==> config.mk <==
export PLATFORM = sky130hd
export DESIGN_NAME = psi_seq_arbiter_flat
export DESIGN_NICKNAME = d
export VERILOG_FILES = /design/src/rtl/psi_seq_arbiter_pkg.sv /design/src/rtl/psi_seq_arbiter_if.sv /design/src/rtl/psi_seq_arbiter_arb.sv /design/src/rtl/psi_seq_arbiter.sv /design/src/flat_wrapper.sv
export SDC_FILE = /design/constraint.sdc
export NUM_CORES = 1
export LEC_CHECK = 0
export ABC_AREA = 0
export CORE_AREA = 2 2 199 152
export CTS_BUF_LIST = sky130_fd_sc_hd__clkbuf_8
export DETAILED_ROUTE_END_ITERATION = 16
export DIE_AREA = 0 0 201 154
export SLEW_MARGIN = 20
export SYNTH_ARGS = -nofsm -noshare
export SYNTH_HDL_FRONTEND = slang
export SYNTH_SLANG_ARGS = --single-unit
==> constraint.sdc <==
create_clock -name clk -period 10.5 [get_ports clk]
set_input_delay 2.1 -clock clk [delete_from_list [all_inputs] [get_ports clk]]
set_output_delay 2.1 -clock clk [all_outputs]
set_load 0.1 [all_outputs]
==> src/rtl/psi_seq_arbiter_pkg.sv <==
// Shared parameters and types for the sequential PSI intersection front end.
// Combinational definitions only; no latency.
// No flow control here; the consuming modules handle backpressure.
package psi_pkg;

    localparam int B     = 10;                          // bits per party vector
    localparam int N     = 10;                          // number of parties
    localparam int CNT_W = $clog2(N + 1);               // holds 0..N inclusive
    localparam int PTR_W = (N > 1) ? $clog2(N) : 1;     // holds a party index

    typedef enum logic [0:0] {
        COLLECT = 1'b0,
        DONE    = 1'b1
    } state_e;

endpackage

==> src/rtl/psi_seq_arbiter_if.sv <==
// Requester and result handshake bundle for psi_seq_arbiter.
// Wires only; no latency.
// Backpressure via req_ready per party and o_ready on the result.
interface psi_seq_arbiter_if;
    import psi_pkg::*;

    logic [N-1:0]   req_valid;
    logic [N*B-1:0] req_data;
    logic [N-1:0]   req_ready;
    logic           o_valid;
    logic           o_ready;
    logic [B-1:0]   o;

    // Requesters and result consumer
    modport master (
        output req_valid, req_data, o_ready,
        input  req_ready, o_valid, o
    );

    // The accumulating arbiter
    modport slave (
        input  req_valid, req_data, o_ready,
        output req_ready, o_valid, o
    );

endinterface

==> src/rtl/psi_seq_arbiter_arb.sv <==
// Round-robin pick of the first eligible party at or above the pointer, wrapping.
// Purely combinational, zero latency.
// No backpressure of its own; the parent masks the grant when it cannot accept.
module psi_rr_arbiter
    import psi_pkg::*;
(
    input  logic [N-1:0]     eligible_i,
    input  logic [PTR_W-1:0] rr_ptr_i,
    output logic [N-1:0]     grant_o,
    output logic [PTR_W-1:0] grant_idx_o,
    output logic             any_grant_o
);

    // Walk the offsets from farthest to nearest so the nearest eligible index wins
    always_comb begin
        grant_o     = '0;
        grant_idx_o = '0;
        any_grant_o = 1'b0;
        for (int k = N - 1; k >= 0; k--) begin
            int idx;
            idx = int'(rr_ptr_i) + k;
            if (idx >= N) begin
                idx = idx - N;
            end
            if (eligible_i[idx]) begin
                grant_o      = '0;
                grant_o[idx] = 1'b1;
                grant_idx_o  = PTR_W'(idx);
                any_grant_o  = 1'b1;
            end
        end
    end

endmodule

==> src/rtl/psi_seq_arbiter.sv <==
// Collects one B-bit vector from each of N parties and outputs their bitwise AND.
// One accept per cycle; result valid 1 cycle after the N-th accept.
// Result held until o_ready; requesters stall (req_ready=0) while the result waits or clear is high.
module psi_seq_arbiter
    import psi_pkg::*;
(
    input  logic             clk,
    input  logic             rst,
    input  logic             clear,
    psi_seq_arbiter_if.slave bus,
    output logic [CNT_W-1:0] contrib_cnt,
    output logic [N-1:0]     contrib_mask
);

    state_e           state_q, state_d;
    logic [B-1:0]     acc_q, acc_d;
    logic [N-1:0]     mask_q, mask_d;
    logic [CNT_W-1:0] cnt_q, cnt_d;
    logic [PTR_W-1:0] rr_q, rr_d;

    logic [N-1:0]     eligible;
    logic [N-1:0]     grant;
    logic [PTR_W-1:0] grant_idx;
    logic             any_grant;
    logic             accept_en;
    logic             accept;
    logic [B-1:0]     grant_data;

    // Parties that already contributed sit out until the round restarts
    assign eligible = bus.req_valid & ~mask_q;

    psi_rr_arbiter u_arb (
        .eligible_i  (eligible),
        .rr_ptr_i    (rr_q),
        .grant_o     (grant),
        .grant_idx_o (grant_idx),
        .any_grant_o (any_grant)
    );

    // Reset and clear both suppress acceptance in the same cycle
    assign accept_en     = (state_q == COLLECT) && !rst && !clear;
    assign bus.req_ready = accept_en ? grant : '0;
    assign accept        = accept_en && any_grant;
    assign grant_data    = bus.req_data[grant_idx*B +: B];

    assign bus.o_valid   = (state_q == DONE);
    assign bus.o         = bus.o_valid ? acc_q : '0;
    assign contrib_cnt   = cnt_q;
    assign contrib_mask  = mask_q;

    // Next-state: clear outranks both accept and the result handshake; pointer survives round restarts
    always_comb begin
        state_d = state_q;
        acc_d   = acc_q;
        mask_d  = mask_q;
        cnt_d   = cnt_q;
        rr_d    = rr_q;
        if (clear) begin
            state_d = COLLECT;
            acc_d   = '1;
            mask_d  = '0;
            cnt_d   = '0;
        end else begin
            case (state_q)
                COLLECT: begin
                    if (accept) begin
                        acc_d  = acc_q & grant_data;
                        mask_d = mask_q | grant;
                        cnt_d  = cnt_q + 1'b1;
                        rr_d   = (grant_idx == PTR_W'(N - 1)) ? '0 : grant_idx + 1'b1;
                        if (cnt_d == CNT_W'(N)) begin
                            state_d = DONE;
                        end
                    end
                end
                DONE: begin
                    if (bus.o_ready) begin
                        state_d = COLLECT;
                        acc_d   = '1;
                        mask_d  = '0;
                        cnt_d   = '0;
                    end
                end
                default: begin
                    state_d = COLLECT;
                end
            endcase
        end
    end

    // Round state registers with synchronous reset
    always_ff @(posedge clk) begin
        if (rst) begin
            state_q <= COLLECT;
            acc_q   <= '1;
            mask_q  <= '0;
            cnt_q   <= '0;
            rr_q    <= '0;
        end else begin
            state_q <= state_d;
            acc_q   <= acc_d;
            mask_q  <= mask_d;
            cnt_q   <= cnt_d;
            rr_q    <= rr_d;
        end
    end

endmodule

==> src/flat_wrapper.sv <==
// flat-port wrapper written by rule: the top's interface ports become plain ports
module psi_seq_arbiter_flat import psi_pkg::*;
  (clk, rst, clear, contrib_cnt, contrib_mask, bus_req_valid, bus_req_data, bus_o_ready, bus_req_ready, bus_o_valid, bus_o);
  psi_seq_arbiter_if bus_i ();
  input  logic clk;
  input  logic rst;
  input  logic clear;
  output logic [CNT_W-1:0] contrib_cnt;
  output logic [N-1:0] contrib_mask;
  input wire logic [$bits(bus_i.req_valid)-1:0] bus_req_valid;
  input wire logic [$bits(bus_i.req_data)-1:0] bus_req_data;
  input wire logic [$bits(bus_i.o_ready)-1:0] bus_o_ready;
  output wire logic [$bits(bus_i.req_ready)-1:0] bus_req_ready;
  output wire logic [$bits(bus_i.o_valid)-1:0] bus_o_valid;
  output wire logic [$bits(bus_i.o)-1:0] bus_o;
  assign bus_i.req_valid = bus_req_valid;
  assign bus_i.req_data = bus_req_data;
  assign bus_i.o_ready = bus_o_ready;
  assign bus_req_ready = bus_i.req_ready;
  assign bus_o_valid = bus_i.o_valid;
  assign bus_o = bus_i.o;
  psi_seq_arbiter u_core (.clk(clk), .rst(rst), .clear(clear), .bus(bus_i), .contrib_cnt(contrib_cnt), .contrib_mask(contrib_mask));
endmodule
==> flow_summary_export.csv <==
group,metric,value,unit
sta,max_slew.worst_pin.slew,1.02,ns
drt,wl_per_cell,23.0,microns
worst_setup_path,cp_max_fo,38,
worst_setup_path,required,8.40,ns
sta,setup_viol,0,
placed_design,dp.cells,1516,
worst_setup_path,cp.arrival,6.84,ns
synth,yosys_warnings,0,
grt,grt_pass1_wl,51100,microns
synth,avgSynthCellArea,6.95,sq um
synth,synth_edf_count,0,
sta,fin_tns_setup,0,ns
sta,slew_headroom,31.7,%
drt,drt_wl_total,35100,microns
drt,vias,9067,
clocking,h-tree-depth,2,
floorplanning,core,28900,sq um
cells_and_area,finalNetCount,1274,
cells_and_area,multi_input_area,6130,sq um
worst_setup_path,cp_top_family,"buffers and inverters",
drt,via_per_inst,5.95,
cells_and_area,stdcell_count,1523,
clocking,clock_latency,0.31,ns
cells_and_area,layout_common_cells,"138 x clkdlybuf4s50_1, 110 x nor2_1, 96 x nand2_1",
cells_and_area,synthToLayoutAreaGrowth,25.4,%
worst_setup_path,worstSetupPathType,"flip-flop to output pin",
worst_setup_path,max_stage_delay,0.79,ns
worst_setup_path,crit_chain,"buf_4 -> inv_2 -> ha_1 -> buf_4 -> clkinv_1 -> ha_1 -> o22ai_1 -> o211ai_1 -> nor4_1 -> o32a_1 -> nand2_1 -> nor2_1 -> a41o_1 -> inv_1 -> and2_1 -> buf_4",
floorplanning,ios,149,
synth,synth_ff_type,"dfxtp_1",
job,drv_cap,0,
worst_setup_path,crit_top_cell,"buf_4",
synth,synth_area,7180,sq um
drt,drt_iter0_markers,1339,
clocking,cts.path.max_buffers,2,
clocking,cts.reportedPaths.clkPinSlew,0.07,ns
synth,synth_cell_types,101,
clocking,cts-resized-gates,0,
sta,period_needed,8.94,ns
grt,antenna_found_initial,0,
synth,ys_ff_latch,29,
synth,ys_seq_area_share,8.09,%
floorplanning,rows,54,
sta,skew,0.00787,ns
grt,overflow,0,
worst_setup_path,cp-end-kind,"output pin",
grt,grt_start_max_net_pins,69,
run_status,outcome,"complete, no violations",
cells_and_area,post-route-util,31.2,%
worst_setup_path,critPathSlowestCell,"o32a_1",
sta,fmax,0.112,GHz
cells_and_area,fin_area,9000,sq um
floorplanning,die-width,201,microns
drt,antenna_left,0,
cells_and_area,nFillCells,3157,
cells_and_area,n_antenna_cell,0,
placed_design,place_area,8910,sq um
worst_setup_path,start_kind,"flip-flop",
sta,slew_viol_final,0,
sta,finalCritPeriodShare,85.1,%
synth,synth_nets,1175,
worst_setup_path,crit_buf_inv,6,
sta,hold_viol,0,
grt,grt_pass1_vias,7989,
placed_design,io_buffers,148,
clocking,cts_sinks,29,
floorplanning,die_h,154,microns
hold_path,min_path_type,"flip-flop to flip-flop",
grt,grt.total_usage,21.4,%
clocking,cts_hold_buf,0,
drt,firstDrtPassIters,6,
clocking,cts_buffers,5,
floorplanning,dieArea,31000,sq um
clocking,cts-root-buf,"clkbuf_8",
placed_design,gp_congestion,1.01,
sta,rsz0062_at_grt,"no",
cells_and_area,seq_area,582,sq um
cells_and_area,drive_gt1_share,9.46,%
placed_design,dp_hpwl,28200,microns
synth,postSynthCellCount,1032,
synth,async_reset_ff_share,0,%
clocking,post_cts_buffers,0,
floorplanning,initial_core_util,24.9,%
clocking,tritoncts,"built",
cells_and_area,mostFrequentLayoutCell,"clkdlybuf4s50_1",
drt,drc_errors,0,
[worst paths after layout]
| check | endpoint | start | slack (ns) | depth (start not counted) |
|---|---|---|---|---|
| setup / recovery | bus_req_ready[8] | u_core.rr_q[1]$_SDFFE_PP0P_ | 1.56 | 16 |
| hold / removal | u_core.acc_q[1]$_SDFFE_PP1P_ | u_core.acc_q[1]$_SDFFE_PP1P_ | 0.49 | 2 |
| setup reg to reg | u_core.acc_q[5]$_SDFFE_PP1P_ | u_core.rr_q[1]$_SDFFE_PP0P_ | 3.37 | 16 |
| hold reg to reg | u_core.acc_q[1]$_SDFFE_PP1P_ | u_core.acc_q[1]$_SDFFE_PP1P_ | 0.49 | 2 |
[per-stage QoR]
step           setup slack (ns)  hold WS, ns
5_1_grt                    1.33        0.503
3_5_place_dp               1.94        0.476
2_1_floorplan              1.59        0.460
4_1_cts                    1.89        0.490
3_3_place_gp               2.03        0.467
6_report                   1.56        0.486
[cell type report]
cell class / count / share of cell area (%)
tap: 392 / 5.45
inverter: 31 / 1.32
sequential: 29 / 6.47
clock inverter: 1 / 0.0417
multi-input combinational: 898 / 68.1
timing repair buffer: 166 / 17.7
clock buffer: 6 / 0.918
[layer usage]
layer  up-vias  track usage (%)  wire [microns]
li1       4144                -               -
met1      4353             33.2           16800
met2       529             27.7           13300
met3        41             7.19            4240
met4         0             4.23             679
met5         -                0               0
[kinds of logic (layout without fill, tap and decap cells)]
family	Yosys count	after routing	share of synthesized area [%]
xor gates and xnor gates	18	18	3.19
adders and majority gates	29	29	5.16
DFF	29	29	8.09
muxes	64	64	11.3
buffers and inverters	105	204	6.75
AOI/OAI and AO/OA	370	370	36.2
and+or+nand+nor	417	417	29.3
[flip-flops by register name, summed over array words and instances, names as in the netlist]
name and count:
u_core.acc_q 10, u_core.contrib_mask 10, u_core.contrib_cnt 4, u_core.rr_q 4, u_core.bus.o_valid 1
[synthesized netlist by cell type (all sizes together) (13+ instances only)]
library cell  number  area, sq um
nor2             111          419
nand2             96          360
a21oi             76          395
o21ai             75          379
buf               38          230
nor3              37          185
clkbuf            36          135
mux2i             36          360
nand3             31          160
dfxtp             29          581
ha                28          350
inv               28          108
a31oi             24          163
nor3b             22          170
and2              20          125
mux2              18          225
a311oi            17          161
nand2b            16          100
nor2b             15         93.8
o22ai             14         87.6
xnor2             14          149
a21o              13         97.6
nor4              13         81.3
[worst register-to-register path, cell delays in order, from the launching register on]
cell and delay, ns:
dfxtp_1 0.31, buf_4 0.35, inv_2 0.25, ha_1 0.34
buf_4 0.32, clkinv_1 0.60, ha_1 0.53, o22ai_1 0.20
o211ai_1 0.25, nor4_1 0.62, o32a_1 0.79, nand2_1 0.30
a221o_1 0.38, o211a_1 0.48, nor3b_2 0.38, a2111oi_0 0.75
a21oi_1 0.13
Power is left out: the tool's default activity adds up to more than one toggle a clock period on the data nets, which glitch-free logic cannot reach.
